## src/rtl/pix_pack_wr.sv

```systemverilog
`default_nettype none
// ============================================================================
//  Module   : pix_pack_wr
//  Purpose  : Frame-buffer write-side feeder. Accepts a narrow pixel stream
//             (valid/ready with sof/eof flags), packs PIX_PER_WORD pixels
//             into one DATA_WIDTH word and hands each word to the frame
//             buffer with an active-low write strobe. Enforces a per-frame
//             word limit, flags overflow and pulses on frame completion.
//  Revision : 1.0 - initial release
// ----------------------------------------------------------------------------
//  Ports
//    clk        in   single clock
//    reset      in   asynchronous active-low reset
//    pix_valid  in   pixel present
//    pix_data   in   pixel value [PIX_WIDTH-1:0]
//    pix_sof    in   pixel is first of a frame
//    pix_eof    in   pixel is last of a frame
//    pix_rdy    out  pixel accepted on an edge when pix_valid && pix_rdy
//    out_stall  in   active-high downstream hold
//    wr_en_out  out  active-low write strobe (frame buffer wr_en_in)
//    data_out   out  packed word [DATA_WIDTH-1:0] (frame buffer data_in)
//    frame_done out  one-cycle pulse per completed frame
//    overflow   out  sticky: frame exceeded FRAME_WORDS
//    word_cnt   out  words handed off in the current frame [CNT_WIDTH-1:0]
//  Build option
//    PIX_PACK_PARTIAL_FLUSH_EN : when defined, an eof that leaves a word
//    partially filled emits it zero-padded; otherwise partial lanes are
//    discarded.
// ============================================================================
module pix_pack_wr #(
   parameter int DATA_WIDTH  = 32,
   parameter int PIX_WIDTH   = 8,
   parameter int FRAME_WORDS = 500,
   parameter int CNT_WIDTH   = 9
) (
   input  logic                  clk,
   input  logic                  reset,
   input  logic                  pix_valid,
   input  logic [PIX_WIDTH-1:0]  pix_data,
   input  logic                  pix_sof,
   input  logic                  pix_eof,
   output logic                  pix_rdy,
   input  logic                  out_stall,
   output logic                  wr_en_out,
   output logic [DATA_WIDTH-1:0] data_out,
   output logic                  frame_done,
   output logic                  overflow,
   output logic [CNT_WIDTH-1:0]  word_cnt
);

   localparam int PIX_PER_WORD = DATA_WIDTH / PIX_WIDTH;
   localparam int LANE_W       = $clog2(PIX_PER_WORD);

   localparam logic [LANE_W-1:0]  c_LAST_LANE   = LANE_W'(PIX_PER_WORD - 1);
   localparam logic [CNT_WIDTH-1:0] c_FRAME_CNT = CNT_WIDTH'(FRAME_WORDS);
   localparam logic [CNT_WIDTH:0] c_FRAME_LIMIT = (CNT_WIDTH + 1)'(FRAME_WORDS);

`ifdef PIX_PACK_PARTIAL_FLUSH_EN
   localparam logic c_FLUSH = 1'b1;
`else
   localparam logic c_FLUSH = 1'b0;
`endif

   typedef enum logic [0:0] {
      ST_IDLE = 1'b0,
      ST_PACK = 1'b1
   } state_t;

   state_t                r_state;
   logic [LANE_W-1:0]     r_lane;
   logic [DATA_WIDTH-1:0] r_pack;
   logic [DATA_WIDTH-1:0] r_data;
   logic                  r_pending;
   logic                  r_overflow;
   logic                  r_frame_done;
   logic [CNT_WIDTH-1:0]  r_word_cnt;

   state_t                w_state_n;
   logic [LANE_W-1:0]     w_lane_n;
   logic [DATA_WIDTH-1:0] w_pack_n;
   logic [DATA_WIDTH-1:0] w_data_n;
   logic                  w_pending_n;
   logic                  w_ovf_n;
   logic                  w_done_n;
   logic [CNT_WIDTH-1:0]  w_cnt_n;

   logic                  w_handoff;
   logic                  w_accept;
   logic [LANE_W-1:0]     w_base_lane;
   logic [DATA_WIDTH-1:0] w_word;
   logic [CNT_WIDTH:0]    w_cnt_eff;
   logic                  w_full;
   logic                  w_emit;

   // A word leaves whenever one is pending and downstream is not holding.
   assign w_handoff  = r_pending & ~out_stall;
   assign pix_rdy    = ~r_pending | ~out_stall;
   assign w_accept   = pix_valid & pix_rdy;

   assign wr_en_out  = ~w_handoff;
   assign data_out   = r_data;
   assign frame_done = r_frame_done;
   assign overflow   = r_overflow;
   assign word_cnt   = r_word_cnt;

   always_comb begin
      w_state_n   = r_state;
      w_lane_n    = r_lane;
      w_pack_n    = r_pack;
      w_data_n    = r_data;
      w_pending_n = r_pending & ~w_handoff;
      w_ovf_n     = r_overflow;
      w_done_n    = 1'b0;
      w_cnt_n     = r_word_cnt;
      w_base_lane = r_lane;
      w_word      = r_pack;
      w_full      = 1'b0;
      w_emit      = 1'b0;
      // Count as it will stand after this edge's handoff, so the limit
      // check sees a word that is leaving on the same edge.
      w_cnt_eff   = {1'b0, r_word_cnt} + (CNT_WIDTH + 1)'(w_handoff);

      if (w_handoff && (r_word_cnt != c_FRAME_CNT)) begin
         w_cnt_n = r_word_cnt + CNT_WIDTH'(1);
      end

      if (w_accept) begin
         // sof restarts the frame; a word handing off on this edge belongs
         // to the old frame, so the clear takes priority over its count.
         if (pix_sof) begin
            w_base_lane = '0;
            w_word      = '0;
            w_cnt_eff   = '0;
            w_cnt_n     = '0;
            w_ovf_n     = 1'b0;
         end

         // In IDLE only an sof pixel opens a frame; anything else is dropped.
         if (pix_sof || (r_state == ST_PACK)) begin
            for (int i = 0; i < PIX_PER_WORD; i++) begin
               if (w_base_lane == LANE_W'(i)) begin
                  w_word[i*PIX_WIDTH +: PIX_WIDTH] = pix_data;
               end
            end

            w_full = (w_base_lane == c_LAST_LANE);
            w_emit = w_full | (pix_eof & c_FLUSH);

            if (w_emit) begin
               if (w_cnt_eff < c_FRAME_LIMIT) begin
                  w_data_n    = w_word;
                  w_pending_n = 1'b1;
               end else begin
                  w_ovf_n = 1'b1;
               end
            end

            if (w_full || pix_eof) begin
               w_lane_n = '0;
               w_pack_n = '0;
            end else begin
               w_lane_n = w_base_lane + LANE_W'(1);
               w_pack_n = w_word;
            end

            if (pix_eof) begin
               w_state_n = ST_IDLE;
               w_done_n  = 1'b1;
            end else begin
               w_state_n = ST_PACK;
            end
         end
      end
   end

   always_ff @(posedge clk or negedge reset) begin
      if (!reset) begin
         r_state      <= ST_IDLE;
         r_lane       <= '0;
         r_pack       <= '0;
         r_data       <= '0;
         r_pending    <= 1'b0;
         r_overflow   <= 1'b0;
         r_frame_done <= 1'b0;
         r_word_cnt   <= '0;
      end else begin
         r_state      <= w_state_n;
         r_lane       <= w_lane_n;
         r_pack       <= w_pack_n;
         r_data       <= w_data_n;
         r_pending    <= w_pending_n;
         r_overflow   <= w_ovf_n;
         r_frame_done <= w_done_n;
         r_word_cnt   <= w_cnt_n;
      end
   end

endmodule
`default_nettype wire

```

## config.mk

```make
export PLATFORM = sky130hd
export DESIGN_NAME = pix_pack_wr
export DESIGN_NICKNAME = d
export VERILOG_FILES = /design/src/rtl/pix_pack_wr.sv
export SDC_FILE = /design/constraint.sdc
export NUM_CORES = 1
export LEC_CHECK = 0
export ABC_AREA = 1
export CAP_MARGIN = 15
export CORE_ASPECT_RATIO = 1.1
export CORE_MARGIN = 2
export CORE_UTILIZATION = 60
export DETAILED_ROUTE_END_ITERATION = 8
export DONT_BUFFER_PORTS = 1
export PLACE_DENSITY = 0.78
export SYNTH_ARGS = -nofsm -noshare
export SYNTH_HDL_FRONTEND = slang
export SYNTH_SLANG_ARGS = --single-unit
export TNS_END_PERCENT = 1
```

## constraint.sdc

```tcl
create_clock -name clk -period 1.9 [get_ports clk]
set_input_delay 0.38 -clock clk [delete_from_list [all_inputs] [get_ports clk]]
set_output_delay 0.38 -clock clk [all_outputs]
set_load 0.05 [all_outputs]
```

### Yosys cells after proc, flatten, opt, wreduce, memory -nomap -nowiden

Index checks and enable logic that the tools add are counted.

| operators by class | value |
|---|---|
| add/sub/neg operators | 3 |
| multipliers | 0 |
| divide/modulo/power cells | 0 |
| magnitude comparators | 1 |
| eq/ne operators | 4 |
| shifts and indexed selects | 0 |
| muxes and demuxes | 26 |
| bitwise logic cells | 7 |
| reductions and logical operators | 6 |

Operator list:

| kind | number |
|---|---|
| two-way mux 32 bit | 2 |
| two-way mux 8 bit | 4 |
| two-way mux 9 bit | 3 |
| two-way mux 10 bit | 2 |
| two-way mux 1 bit | 12 |
| adder 9 x 1 -> 10 bit | 1 |
| less-than comparator 10 x 9 -> 1 bit (second input constant) | 1 |
| adder 9 x 1 -> 9 bit (second input constant) | 1 |
| != test 9 bit (second input constant) | 1 |
| two-way mux 2 bit | 3 |
| == test 2 bit (second input constant) | 2 |
| AND reduction 4 bit | 1 |
| bitwise AND 1 bit | 3 |
| inverter 1 bit | 3 |
| adder 2 x 1 -> 2 bit (second input constant) | 1 |
| == test 2 x 1 -> 1 bit (second input constant) | 1 |
| logical NOT 2 bit | 1 |
| logical OR 1 bit | 2 |
| AND reduction 2 bit | 1 |
| logical AND 1 bit | 1 |
| OR 1 bit | 1 |

| storage, ports and cells | value |
|---|---|
| register bits | 79 |
| bits in latches | 0 |
| memory bits (writable) | 0 |
| memory bits (read-only) | 0 |
| input bits | 14 |
| output and inout port bits | 45 |
| word-level logic and storage cells | 55 |
| memories kept | 0 |

### Logic depth before layout (Yosys ltp)

Gate-level depths: netlist of run 1.

| depth | value |
|---|---|
| depth after elaboration | 10 |
| depth in mapped cells | 9 |
| gate-level depth less buffers | 9 |

### Least setup slack after synthesis of run 1

Ideal clock, no wire load.

| timing | value |
|---|---|
| path kind | flip-flop to flip-flop |
| start point | register r_word_cnt[0] (netlist: word_cnt[0]) |
| end point | register r_word_cnt[4] (netlist: word_cnt[4]) |
| setup time | 0.133 ns |
| data arrival time | 1.555 ns |
| data required time | 1.767 ns |
| slack | 0.212 ns |
| stages on the path, launching flop included | 9 |
| path buffers | 0 |
| clock period less this slack | 1.688 ns |
| cell sequence | dfrtp_1 inv_1 ha_1 nand2_1 nor2_1 a21oi_1 nand2_1 nand2_1 nor2_1 |

| on the way | value |
|---|---|
| cells in the longest elaborated chain, start to end | 5 |
| elaborated cells on any way between the ends | 6 |
| classes of those cells | add/sub (1); eq/ne (1); mux (3); reduce/logical (1) |

Ends and longest elaborated chain:

| item | RTL line | RTL |
|---|---|---|
| from (decl) | 76 | `logic [CNT_WIDTH-1:0] r_word_cnt;` |
| from (signal assigned) | 194 | `r_word_cnt <= w_cnt_n;` |
| branches (longest 2 deep; another with adder 9 x 1 -> 9 bit) | -- |  |
| two-way mux 9 bit (*) | 123 | `if (w_handoff && (r_word_cnt != c_FRAME_CNT)) begin` |
| two-way mux 9 bit | 130 | `if (pix_sof) begin` |
| two-way mux 9 bit (*) | 127 | `if (w_accept) begin` |
| net w_cnt_n[4] | 85 | `logic [CNT_WIDTH-1:0] w_cnt_n;` |

Mark *: on every way through the listed nets, which the timed path passes.
A chain may end at the register's enable or synchronous reset.

### Worst setup path in the final report of run 1

| timing | value |
|---|---|
| start point | register r_lane[1] |
| end point | register r_pack[7] |

| on the way | value |
|---|---|
| cells in the longest elaborated chain, start to end | 5 |
| elaborated cells on any way between the ends | 7 |
| classes of those cells | eq/ne (1); mux (4); reduce/logical (2) |

Ends and longest elaborated chain:

| item | RTL line | RTL |
|---|---|---|
| from (decl) | 70 | `logic [LANE_W-1:0] r_lane;` |
| from (signal assigned) | 188 | `r_lane <= w_lane_n;` |
| two-way mux 2 bit (*) | 130 |  |
| two-way mux 2 bit (*) | 127 |  |
| logical NOT 2 bit or == test 2 bit (tied branches) | 141, 146 |  |
| two-way mux 8 bit or logical OR 1 bit (tied branches) | 141, 158 |  |
| two-way mux 32 bit (*) | 158 | `if (w_full \|\| pix_eof) begin` |
| to (signal assigned) | 189 | `r_pack <= w_pack_n;` |
| to (decl) | 71 | `logic [DATA_WIDTH-1:0] r_pack;` |

Mark *: on every way between the ends. The rest lies on a longest branch, timed or not. The select of a mux whose other input is x is not followed.

==> run summary, run 1 <==
number of buffers and inverters on the critical path - 3
share of the synthesized area in the top cell type - 52.98%
worst reg2reg setup slack - 0.22 ns
Worst setup SP type - register
number of global-route vias before repair - 2978
initial antenna violation count - 0
critical path capture point type - register
Starting Density - 61.36%
post-route ant nets - 0
Crit path largest cell delay - 0.32 ns
Most common cell on crit path - inv_1
Critical Path RT - 2.17 ns
hold slack final - -0.2809 ns
synth top area cells - dfrtp_1 53%, nand2_1 10%, inv_1 5.6%
via count - 3120
H-Tree Depth - 3
Layout Nets - 478
critical path cell sequence - inv_1, nor2_1, inv_1, ha_1, clkinv_1, nand2_1, o22ai_1, nand4_1, o21ai_0
drt first pass iters - 4
r2r endpoint - r_pack[7]$_DFFE_PN0P_
core area - 6081 um^2
library cells used by synthesis - 23
Max clock buf depth - 2
layout cells sized above 1 - 10.20%
total gr overflow - 0
syn_area_per_cell - 8.403 um^2
failing checks - hold timing
first-pass GRT wire length - 14250 um
Max Cap Violations - 0
ANT cells - 0
#FFs+latches synth - 79
PD cells - 949.4 nW/um^2
mapped cell area - 3731 um^2
FP Rows - 30
clk sinks - 79
most frequent cells in the layout - 104 x nand2_1, 79 x dfrtp_1, 56 x inv_1, 37 x nand3_1, 33 x o22ai_1
Crit path max-delay family - simple AND/OR/NAND/NOR gates
status - finished, violations left
Worst path depth - 9
Setup WS post-layout - 0.2232 ns
Slowest-stage cell, CP - dfrtp_1
post-route minimum period - 1.677 ns
detailed-route DRC error count - 0
critical path class - reg2reg
Syn Nets - 464
CTS buffer count - 9
I/O Buffers - 0
HP Class - in2async
DR iter-0 viols - 307
Final Slew Violations - 0
Max FO, Critical Path - 8
Via-to-Cell Ratio - 5.767
R2R Path Start - r_lane[1]$_DFFE_PN0P_
Yosys warning count - 0
LEAKAGE - 2.019 nW
GRT Util Overall - 26.75%
Max-Slew Margin vs Limit - 64.50%
die height - 86.71 um
Final Setup Violations - 0
fmax - 596.4 MHz
commonest non-fill, non-tap cell in the layout - nand2_1
Area Growth Syn to Fin - 9.557%
Clk pin slew, worst setup/hold paths - 0.08 ns
Worst Tran Pin Value - 0.5325 ns
pre-CTS WS - 0.1472 ns
final core area utilization - 67.22%
die width - 79.19 um
cell accounting for the most synthesized area - dfrtp_1
clock root buffer - clkbuf_8
GPL Wtd Cong - 0.8568
critical path arrival - 1.94 ns
drt wl/cell - 15.89 um
Skew-Pair Late Insertion Delay - 0.35 ns
Worst Skew - 0.006269 ns
Final period util - 88.25%
FF-to-FF path depth - 9
final wirelength - 8599 um
sequential area share after synthesis - 52.98%
Max VDD drop - 0.0005214 V
endpoints failing hold - 79
TritonCTS clock tree - built
largest net degree at the start of global routing - 80
die footprint - 6866 um^2
Post-DP HPWL - 5685 um
Sum Neg Setup Slack - 0 ns
RSZ-0062 raised after global routing - false
I/O pin count - 59
Post-Syn Instances - 444
## cell usage after synthesis
| cell type | count |
|---|---|
| nand2_1 | 104 |
| dfrtp_1 | 79 |
| inv_1 | 56 |
| nand3_1 | 37 |
| o22ai_1 | 33 |
| nor2_1 | 30 |
| o21ai_0 | 29 |
| nand4_1 | 26 |
| buf_2 | 7 |
| clkbuf_1 | 7 |
| ha_1 | 6 |
| a21oi_1 | 4 |
| clkinv_1 | 4 |
| nand2_2 | 4 |
| buf_4 | 3 |
| buf_6 | 3 |
| inv_2 | 3 |
| xor2_1 | 3 |
| nor3_1 | 2 |
| a21oi_4 | 1 |
| a31oi_1 | 1 |
| nand2_4 | 1 |
| o211ai_1 | 1 |
## state kept, by name, indices dropped and copies added, names as in the netlist
name and cells:
word_cnt 9, r_pending 1, r_pack 32, data_out 32, frame_done 1, r_lane 2, overflow 1, r_state 1
## layout make-up
cell class / instances / area [um^2]
fill: 492 / 1993
sequential: 79 / 1977
multi-input combinational: 282 / 1403
inverter: 63 / 236.5
timing repair buffer: 23 / 172.7
clock buffer: 9 / 123.9
tap: 80 / 100.1
clock inverter: 5 / 75.07
## logic make-up after synthesis
| kind of cell | Yosys count | synth area share, % |
|---|---|---|
| DFF | 79 | 52.98 |
| and+or+nand+nor | 204 | 24.04 |
| AOI/OAI and AO/OA | 69 | 10.76 |
| buffers and inverters | 83 | 9.490 |
| xor gates and xnor gates | 3 | 0.7044 |
| adders and majority gates | 6 | 2.012 |
## per-layer routing
| metal | vias up | share of wire [%] | routed length [um] | GRT usage (%) |
|---|---|---|---|---|
| met5 | - | 0 | 0 | 0 |
| met4 | 0 | 2.7 | 236 | 12.54 |
| met3 | 19 | 5.1 | 437 | 4.271 |
| met2 | 103 | 48 | 4142 | 42.22 |
| met1 | 1509 | 44 | 3783 | 36.51 |
| li1 | 1489 | - | - | - |
## per-stage QoR
step | cell area (um^2) | total power [mW] | std cells
after floorplan | 3731 | 2.483 | 444
after global placement | 3886 | 2.577 | 527
after detailed placement | 3886 | 2.599 | 527
after CTS | 4085 | 3.882 | 541
after global routing | 4088 | 4.028 | 541
final | 4088 | 3.881 | 541
## worst max path at each step
stage / from / to / slack (ns)
floorplan: word_cnt[0]$_DFF_PN0_ / word_cnt[4]$_DFF_PN0_ / 0.21
global placement: pix_sof / r_pack[16]$_DFFE_PN0P_ / 0.22
detailed placement: pix_sof / r_pack[0]$_DFFE_PN0P_ / 0.15
CTS: r_lane[0]$_DFFE_PN0P_ / r_pack[16]$_DFFE_PN0P_ / 0.14
global route: r_lane[0]$_DFFE_PN0P_ / r_pack[19]$_DFFE_PN0P_ / 0.06
finish: r_lane[1]$_DFFE_PN0P_ / r_pack[7]$_DFFE_PN0P_ / 0.22
## worst reg2reg max path, cell delays in order (launching register included)
cell      delay [ns]
dfrtp_1         0.32
inv_1           0.04
nor2_1          0.19
inv_1           0.10
ha_1            0.19
clkinv_1        0.10
nand2_1         0.18
o22ai_1         0.24
nand4_1         0.13
o21ai_0         0.10
## repair_timing
item | 4_1_cts | 5_1_grt
setup buffers | 0 | 0
gates resized for setup | 0 | 1
setup endpoints to repair | 0 | 6
endpoints found under the hold margin | 79 | 79
## power breakdown
group	switching, mW	internal [mW]	total, mW
Combinational	0.275	0.132	0.407
Sequential	0.353	1.81	2.17
Clock	0.589	0.719	1.31
Total	1.22	2.66	3.88
(Power assumes the default switching activity.)
==> inputs of run 2 (changes only) <==
Settings changed: PLACE_DENSITY 0.78 to 0.72, SKIP_LAST_GASP set to 1.
==> run 2 against run 1 <==
The run still ends with hold timing left. Global-route usage is 0.60 points higher. Sequential power hardly changed. Via count is 0.77% higher. Core utilization hardly changed. Cell area hardly changed. Sequential cell count stayed put. Critical path type unchanged. Non-clock buffer count stayed put. Total power is 1.8% lower. Combinational power is 3% higher. Largest cell class unchanged. Maximum frequency is 3.5% lower. Clock power is 7% lower. First-iteration DRC count is 7.2% higher.
==> run summary, run 2 (synthesis results as in run 1) <==
Post-Place Cells - 527
HP Class - in2async
drt first pass iters - 5
layout cells sized above 1 - 10.80%
Setup WS post-layout - 0.1626 ns
initial antenna violation count - 0
pre-CTS WS - 0.1090 ns
failing checks - hold timing
most frequent cells in the layout - 103 x nand2_1, 79 x dfrtp_1, 56 x inv_1, 37 x nand3_1, 31 x o22ai_1
Via-to-Cell Ratio - 5.790
clk sinks - 79
RSZ-0062 raised after global routing - true
die width - 79.19 um
Post-DP HPWL - 5747 um
Critical Path End - r_pack[21]$_DFFE_PN0P_
CTS buffer count - 9
drt wl/cell - 16.42 um
critical path class - reg2reg
sequential group share of total power - 56.9%
Worst Tran Pin Value - 0.5188 ns
Net Sw Frac - 33.00%
Top Layer Used - met4
Max clock buf depth - 2
Cell Count, Final, Fillers Out - 543
Crit path largest cell delay - 0.33 ns
Area Growth Syn to Fin - 9.624%
Skew-Pair Late Insertion Delay - 0.36 ns
die height - 86.71 um
M1 WL - 3752 um
Layout Nets - 478
hold slack final - -0.2935 ns
LEAKAGE - 2.015 nW
H-Tree Depth - 3
GRT Util Overall - 27.35%
met2 routed wirelength - 4355 um
core area - 6081 um^2
worst reg2reg setup slack - 0.16 ns
P_sw - 1.257 mW
total gr overflow - 0
commonest non-fill, non-tap cell in the layout - nand2_1
clock root buffer - clkbuf_8
ANT cells - 0
critical path cell sequence - inv_1, nor2_1, inv_1, ha_1, clkinv_1, nand2_1, o22ai_1, nand4_1, o21ai_0
critical path capture point type - register
CP startpoint - r_lane[0]$_DFFE_PN0P_
I/O Buffers - 0
Most common cell on crit path - inv_1
design area - 4090 um^2
post-route minimum period - 1.737 ns
Clk pwr share - 32.1%
Logic pwr share - 11.0%
endpoints failing hold - 79
I/O pin count - 59
die footprint - 6866 um^2
status - finished, violations left
FF-to-FF path depth - 9
Max FO, Critical Path - 8
DR iter-0 viols - 329
met3 routed wirelength - 588 um
number of global-route vias before repair - 2987
Final Setup Violations - 0
via count - 3144
PD cells - 931.5 nW/um^2
Max Cap Violations - 0
largest net degree at the start of global routing - 80
fmax - 575.6 MHz
Worst Skew - 0.007239 ns
TritonCTS clock tree - built
critical path arrival - 2.01 ns
detailed-route DRC error count - 0
Starting Density - 61.36%
Max VDD drop - 0.0005822 V
r2r endpoint - r_pack[21]$_DFFE_PN0P_
Final period util - 91.44%
Slowest-stage cell, CP - dfrtp_1
Critical Path RT - 2.17 ns
Power Internal - 2.553 mW
area post-placement - 3886 um^2
Post-CTS Setup Bufs - 0
first-pass GRT wire length - 14360 um
GPL Wtd Cong - 0.8491
R2R Path Start - r_lane[0]$_DFFE_PN0P_
Max-Slew Margin vs Limit - 65.36%
final wirelength - 8917 um
Power Total - 3.810 mW
Final Slew Violations - 0
Sum Neg Setup Slack - 0 ns
Clk pin slew, worst setup/hold paths - 0.08 ns
post-route ant nets - 0
Worst setup SP type - register
FP Rows - 30
==> run 2: changes by cell type in the layout (fill, tap and decap cells not counted) <==
| cell | before | now |
|---|---|---|
| bufinv_16 | 2 | 1 |
| clkbuf_1 | 0 | 1 |
| clkinv_4 | 0 | 1 |
| clkinvlp_4 | 0 | 1 |
| nand2_1 | 104 | 103 |
| nand2_2 | 4 | 5 |
| nor2_1 | 29 | 30 |
| nor2_2 | 1 | 0 |
| o22ai_1 | 33 | 31 |
| o22ai_2 | 0 | 2 |
==> run 2: area by class of cell <==
cell class              count  area [um^2]
clock buffers              10        127.6
clock inverters             6        61.31
fillers                   529         1991
inverters                  63        236.5
multi-input cells         282         1415
flip-flops and latches     79         1977
well taps                  80        100.1
repair buffers             23        172.7
==> run 2: power by group through the flow <==
stage | Clock [mW] | Combinational [mW] | Sequential [mW]
2_1_floorplan | 0 | 0.289 | 2.19
3_3_place_gp | 0 | 0.384 | 2.20
3_5_place_dp | 0 | 0.397 | 2.20
4_1_cts | 1.25 | 0.404 | 2.17
5_1_grt | 1.30 | 0.471 | 2.18
6_report | 1.22 | 0.419 | 2.17
==> run 2: how the worst min path moves through the flow <==
stage / startpoint / endpoint / slack, ns / cells after the start
final: reset / word_cnt[4]$_DFF_PN0_ / -0.29 / 0
after global routing: reset / data_out[10]$_DFFE_PN0P_ / -0.30 / 0
after CTS: reset / r_pack[10]$_DFFE_PN0P_ / -0.30 / 0
after detailed placement: reset / word_cnt[4]$_DFF_PN0_ / 0.09 / 0
after global placement: reset / word_cnt[4]$_DFF_PN0_ / 0.09 / 0
after floorplan: reset / data_out[0]$_DFFE_PN0P_ / 0.08 / 0
==> run 2: what timing repair did <==
item / 4_1_cts / 5_1_grt
setup endpoints to repair: 0 / 16
resized for setup: 0 / 3
endpoints found under the hold margin: 79 / 79
==> run 2: layer usage <==
metal	track usage, %	up-vias
met5	0	-
met4	13.64	0
met3	4.896	18
met2	43.76	122
met1	36.07	1517
li1	-	1487
==> run 2: per-stage QoR <==
| step | utilization (%) | hold slack (ns) |
|---|---|---|
| after floorplan | - | 0.08441 |
| after global placement | 63.91 | 0.08613 |
| after detailed placement | 63.91 | 0.08613 |
| after CTS | 67.02 | -0.3034 |
| after global routing | 67.26 | -0.2995 |
| final | 67.26 | -0.2935 |
==> run 2: worst max-delay path: cells and delay by family (launching register included) <==
family	cells	cell delay, ns
compound gates	2	0.36
simple gates	3	0.53
fa+ha+maj	1	0.22
buf+inv	3	0.22
flops	1	0.33
